==> src/rtl/pipeline_controller.sv <==
// Stall/flush sequencer for the 5-stage rv32i pipeline: it merges the I/D cache
// handshakes, load-use stalls and EX redirects into PC and pipe-register controls.
module pipeline_controller #(
  parameter int unsigned CNT_W = 32
) (
  input  logic             clk,
  input  logic             rst,
  input  logic             imem_resp,
  input  logic             dmem_req,
  input  logic             dmem_resp,
  input  logic             hazard_stall,
  input  logic             ex_br_flush,
  output logic             imem_read,
  output logic             dmem_enable,
  output logic             pc_load,
  output logic             if_id_load,
  output logic             id_ex_load,
  output logic             ex_mem_load,
  output logic             mem_wb_load,
  output logic             if_id_flush,
  output logic             id_ex_flush,
  output logic             ex_mem_bubble,
  output logic [CNT_W-1:0] stall_count,
  output logic [CNT_W-1:0] bubble_count,
  output logic [CNT_W-1:0] flush_count
);

  logic imem_done_q, imem_done_d;
  logic dmem_done_q, dmem_done_d;
  logic lu_done_q, lu_done_d;
  logic [CNT_W-1:0] stall_q, stall_d;
  logic [CNT_W-1:0] bubble_q, bubble_d;
  logic [CNT_W-1:0] flush_q, flush_d;

  logic imem_ok, dmem_ok, advance, lu_act, dresp_v;

  function automatic logic [CNT_W-1:0] sat_inc(input logic [CNT_W-1:0] v);
    return (v == {CNT_W{1'b1}}) ? v : v + CNT_W'(1);
  endfunction

  // The done flags encode the RUN/WAIT state: WAIT whenever either is set.
  always_comb begin
    dresp_v = dmem_req & dmem_resp;
    imem_ok = imem_resp | imem_done_q;
    dmem_ok = ~dmem_req | dmem_resp | dmem_done_q;
    advance = imem_ok & dmem_ok;
    lu_act  = hazard_stall & ~lu_done_q;

    imem_done_d   = imem_done_q;
    dmem_done_d   = dmem_done_q;
    lu_done_d     = lu_done_q;
    stall_d       = stall_q;
    bubble_d      = bubble_q;
    flush_d       = flush_q;
    imem_read     = ~imem_done_q;
    dmem_enable   = dmem_req & ~dmem_done_q;
    pc_load       = 1'b0;
    if_id_load    = 1'b0;
    id_ex_load    = 1'b0;
    ex_mem_load   = 1'b0;
    mem_wb_load   = 1'b0;
    if_id_flush   = 1'b0;
    id_ex_flush   = 1'b0;
    ex_mem_bubble = 1'b0;

    if (!advance) begin
      imem_done_d = imem_done_q | imem_resp;
      dmem_done_d = dmem_done_q | dresp_v;
      stall_d     = sat_inc(stall_q);
    end else begin
      imem_done_d = 1'b0;
      dmem_done_d = 1'b0;
      if (lu_act) begin
        // Redirect is ignored here: the branch resolved on stale operands.
        ex_mem_load   = 1'b1;
        ex_mem_bubble = 1'b1;
        mem_wb_load   = 1'b1;
        lu_done_d     = 1'b1;
        bubble_d      = sat_inc(bubble_q);
      end else begin
        pc_load     = 1'b1;
        if_id_load  = 1'b1;
        id_ex_load  = 1'b1;
        ex_mem_load = 1'b1;
        mem_wb_load = 1'b1;
        lu_done_d   = 1'b0;
        if (ex_br_flush) begin
          if_id_flush = 1'b1;
          id_ex_flush = 1'b1;
          flush_d     = sat_inc(flush_q);
        end
      end
    end

    if (!rst) begin
      imem_read     = 1'b0;
      dmem_enable   = 1'b0;
      pc_load       = 1'b0;
      if_id_load    = 1'b0;
      id_ex_load    = 1'b0;
      ex_mem_load   = 1'b0;
      mem_wb_load   = 1'b0;
      if_id_flush   = 1'b0;
      id_ex_flush   = 1'b0;
      ex_mem_bubble = 1'b0;
    end
  end

  always_ff @(posedge clk or negedge rst) begin
    if (!rst) begin
      imem_done_q <= 1'b0;
      dmem_done_q <= 1'b0;
      lu_done_q   <= 1'b0;
      stall_q     <= '0;
      bubble_q    <= '0;
      flush_q     <= '0;
    end else begin
      imem_done_q <= imem_done_d;
      dmem_done_q <= dmem_done_d;
      lu_done_q   <= lu_done_d;
      stall_q     <= stall_d;
      bubble_q    <= bubble_d;
      flush_q     <= flush_d;
    end
  end

  assign stall_count  = stall_q;
  assign bubble_count = bubble_q;
  assign flush_count  = flush_q;

endmodule

==> config.mk <==
export PLATFORM = sky130hd
export DESIGN_NAME = pipeline_controller
export DESIGN_NICKNAME = d
export VERILOG_FILES = /design/src/rtl/pipeline_controller.sv
export SDC_FILE = /design/constraint.sdc
export NUM_CORES = 1
export LEC_CHECK = 0
export CORE_MARGIN = 4
export CORE_UTILIZATION = 46
export CTS_CLUSTER_SIZE = 24
export DETAILED_ROUTE_END_ITERATION = 7
export PLACE_DENSITY = 0.82
export SLEW_MARGIN = 30
export SYNTH_ARGS = -nofsm -noshare
export SYNTH_HDL_FRONTEND = slang
export SYNTH_SLANG_ARGS = --single-unit
==> constraint.sdc <==
create_clock -name clk -period 2 [get_ports clk]
set_input_delay 0.4 -clock clk [delete_from_list [all_inputs] [get_ports clk]]
set_output_delay 0.4 -clock clk [all_outputs]
set_load 0.02 [all_outputs]
# == Word level (Yosys, flattened, before mapping) ==
# Cells that the tools add are included.
# word_totals
reg_bits,99
out_inout_bits,106
wordCells,48
# op_classes
addsub,3
n_eq_ne,3
n_mux,16
n_bitwise,17
n_reduce_logical,3
# ops
operator,n
$add A32 B1 Y32 const B,3
$eq A32 B32 Y1 const B,3
$mux W1,16
$not A1 Y1,9
$and A1 B1 Y1,4
$or A1 B1 Y1,4
$reduce_and A4 Y1,1
$reduce_and A3 Y1,1
$reduce_and A2 Y1,1

# == Longest topological paths before layout ==
# depth
word_depth,6
depth_mapped,7
depth_no_buf,6

# == Worst setup path before layout ==
# Ideal clock, no wire load.
# synth_path
kind,reg2reg
start,"register bubble_q[0], in the netlist bubble_count[0]"
end,"register bubble_q[7], in the netlist bubble_count[7]"
setup_ns,0.132
t_arrival_ns,2.091
path_slack_ns,-0.223
stages_incl_launch_ff,8
synth_period_minus_slack_ns,2.223
path_cell_list,dfrtp_1 ha_1 nand3_1 or4_1 buf_6 o31ai_4 nor3_1 xor2_1
# synth_between
elab_chain_cells,3
# synth_lines
element,line_no,rtl
start: declaration,32,"logic [CNT_W-1:0] bubble_q, bubble_d;"
start signal: assignment,122,bubble_q <= bubble_d;
"parallel branches: the longest is 3 deep, another holds $add A32 B1 Y32",n/a,
# Several ways; the timed one is not identified.
# A chain may end at the register's enable or synchronous reset.

# == Final worst setup path ==
# layout_path
start,"register bubble_q[1], in the netlist bubble_count[1]"
end,"register bubble_q[22], in the netlist bubble_count[22]"
# The elaborated chain is that of the path after synthesis.

==> flow_metrics.env <==
export IMPL_fin_crit_sh_pct=103
export IMPL_routed_wl_um=14100
export IMPL_violations="negative setup slack"
export IMPL_p_comb_share_pct=30.0
export IMPL_powerDensity_nw_per_um2=712
export IMPL_io_buffers=112
export IMPL_antenna_found_initial=1
export IMPL_path_class="reg2reg"
export IMPL_synthCells=469
export IMPL_synth_nets=479
export IMPL_detail_route_wl_per_cell_um=17.1
export IMPL_p_leak_nw=3.21
export IMPL_drc=0
export IMPL_slew_violations=0
export IMPL_ys_seq_elements=99
export IMPL_fin_worst_skew_ps=6.76
export IMPL_worst_slew_pin_slew_ps=821
export IMPL_slowest_stage="or4_4"
export IMPL_setup_ws_ps=-53.0
export IMPL_num_nets_final=692
export IMPL_crit_path_max_fanout=5
export IMPL_critPathRequiredTime_ps=2250
export IMPL_htree_levels=3
export IMPL_crit_family="simple AND/OR/NAND/NOR gates"
export IMPL_clk_pin_slew_ps=90
export IMPL_drt_vias_per_instance=5.46
export IMPL_drv_cap=0
export IMPL_grt_pass1_vias=4645
export IMPL_rsz0062_at_grt="yes"
export IMPL_place_congestion=0.870
export IMPL_rows=37
export IMPL_final_hold_viol_count=0
export IMPL_cts_tree="built"
export IMPL_synthFlopType="dfrtp_1"
export IMPL_fin_hold_ws_ps=23.3
export IMPL_max_stage_delay_ps=460
export IMPL_power_switching_mw=1.63
export IMPL_die_area_um2=12400
export IMPL_cts_buffers=9
export IMPL_reg2reg_depth=8
export IMPL_cp_depth=8
export IMPL_synth_area_um2=4890
export IMPL_grt_pass1_wl_um=22900
export IMPL_slew_headroom_pct=45.3
export IMPL_cts_hold_buf=0
export IMPL_dr_pass1_iters=5
export IMPL_vias=4497
export IMPL_drtAntennaViolNets=0
export IMPL_p_clk_share_pct=25.5
export IMPL_swShare_pct=31.0
export IMPL_peakVddDrop_v=0.000797
export IMPL_core_um2=10300
export IMPL_status="finished with violations"
export IMPL_ys_seq_area_share_pct=50.6
export IMPL_cp_arrival_ps=2310
export IMPL_synth_cell_type_count=51
export IMPL_power_frac_seq_pct=44.5
export IMPL_hpwl_um=10100
export IMPL_n_antenna_cell=0
export IMPL_root_buffer="clkbuf_8"
export IMPL_fp_dieW_um=111
export IMPL_initial_core_util_pct=47.4
export IMPL_ys_warn_count=0
export IMPL_intPower_mw=3.63
export IMPL_worst_setup_path_end_kind="flop"
export IMPL_setup_viol_count_final=3
export IMPL_grt_max_degree=66
export IMPL_worstSkewPairLatency_ps=360
export IMPL_cp_num_buf_inv=2
export IMPL_clock_sinks=99
export IMPL_syn_avg_cell_area_um2=10.4
export IMPL_worst_hold_path_type="in2async"
export IMPL_syn2layout_area_growth_pct=50.8
export IMPL_overflow=0
export IMPL_drt_initial_drc_count=185
export IMPL_drive_gt1_share_pct=28.7
export IMPL_clk_path_buf_depth=2
export IMPL_synth_edf_count=0
export IMPL_grt_use_total_pct=22.5
export IMPL_fillers=730
export IMPL_p_total_mw=5.26
export IMPL_final_core_util_pct=71.5
export IMPL_post_dp_cell_area_um2=6850
export IMPL_die_h_um=111
export IMPL_start_kind="flop"
export IMPL_path_cells="buf_6 > ha_4 > nand3_4 > or4_4 > buf_12 > nor4_4 > nand3_1 > xnor2_2"
export IMPL_period_needed_ps=2050
export IMPL_io_pins=113
export IMPL_async_reset_ff_share_pct=100
export IMPL_stdcell_area_um2=7380
export IMPL_fmax_ghz=0.487
[path summary, 6_finish.rpt]
kind,start,end,slack [ps]
max reg2reg,bubble_count[1],bubble_count[22],-50
min,rst,imem_done_q,20
max in group asynchronous,rst,stall_count[7],1100
max,bubble_count[1],bubble_count[22],-50
min in group clk,dmem_req,dmem_done_q,460
min reg2reg,flush_count[30],flush_count[30],500
[Yosys cell counts, drive strengths merged, types with 3 or more instances]
master | count | area share [%]
nand3 | 39 | 4.1
xor2 | 30 | 5.4
a21oi | 6 | 0.61
nor2 | 39 | 3.0
xnor2 | 58 | 10
buf | 8 | 1.2
nand4 | 38 | 5.0
or2 | 4 | 0.51
mux2 | 4 | 0.92
inv | 5 | 0.38
and4 | 8 | 1.4
and2 | 4 | 0.51
or4 | 3 | 0.54
nand4b | 4 | 0.72
nor4 | 13 | 2.1
nor3 | 18 | 1.9
ha | 3 | 0.77
clkbuf | 4 | 0.31
dfrtp | 99 | 51
and3 | 11 | 1.4
nand2 | 46 | 3.5
[power by group through the flow]
stage | combinational [mW] | clock [mW] | sequential [mW]
final | 1.58 | 1.34 | 2.34
after global routing | 1.69 | 1.45 | 2.36
after CTS | 1.53 | 1.36 | 2.33
after detailed placement | 1.47 | 0 | 2.38
after global placement | 1.42 | 0 | 2.36
after floorplan | 0.353 | 0 | 2.64
[area by class of cell]
cell class | count | area [um^2] | area share, %
Multi-Input combinational cell | 353 | 2580 | 35.0
Sequential cell | 99 | 2500 | 33.8
Timing Repair Buffer | 214 | 1910 | 25.8
Tap cell | 136 | 170 | 2.31
Clock buffer | 13 | 159 | 2.15
Clock inverter | 3 | 46.3 | 0.627
Inverter | 5 | 18.8 | 0.254
[routing by layer]
| layer | global-route usage [%] | vias to the layer above | wire (um) |
|---|---|---|---|
| met4 | 7.95 | 2 | 388 |
| met3 | 5.51 | 38 | 872 |
| li1 | - | 2097 | - |
| met1 | 27.3 | 2193 | 5550 |
| met2 | 38.8 | 167 | 7250 |
| met5 | 0 | - | 14 |
[layout by cell type (no fill, tap or decap), drive strengths merged, types with 2 or more instances in the layout]
| cell | n |
|---|---|
| buf | 111 |
| dfrtp | 99 |
| clkdlybuf4s50 | 97 |
| xnor2 | 58 |
| nand2 | 46 |
| nand3 | 39 |
| nor2 | 39 |
| nand4 | 38 |
| xor2 | 30 |
| nor3 | 18 |
| clkbuf | 13 |
| nor4 | 13 |
| and3 | 11 |
| and4 | 8 |
| a21oi | 6 |
| inv | 5 |
| nand4b | 4 |
| and2 | 4 |
| mux2 | 4 |
| or2 | 4 |
| or4 | 3 |
| dlygate4sd2 | 3 |
| dlymetal6s2s | 3 |
| ha | 3 |
| nor2b | 2 |
| o2111ai | 2 |
| nand3b | 2 |
| o211ai | 2 |
[logic make-up after synthesis]
family                     share of synthesized area [%]
DFF                                                 50.6
xor gates and xnor gates                            15.7
and+or+nand+nor                                     26.4
AOI/OAI and AO/OA                                   3.76
muxes                                              0.920
buffers and inverters                               1.84
adders and majority gates                          0.767
[registers in the layout, summed over array words and instances, names as in the netlist]
name,cells
lu_done_q,1
stall_count,32
bubble_count,32
flush_count,32
dmem_done_q,1
imem_done_q,1
[through the flow]
stage | setup TNS (ps) | worst slack [ps] | std cells
floorplan | -546 | -44.2 | 469
finish | -70.0 | -53.0 | 823
global placement | -29180 | -707 | 799
CTS | -2.20 | -2.20 | 818
global route | -584 | -95.3 | 823
detailed placement | -34090 | -760 | 799
[repair_timing]
item                       in CTS  in global routing
setup endpoints to repair      55                 76
buffers inserted                3                  5
pin swaps                       6                 21
resized for setup              60                 40
cloned                          0                  0
Note: power is estimated with default switching activity, not from simulation.
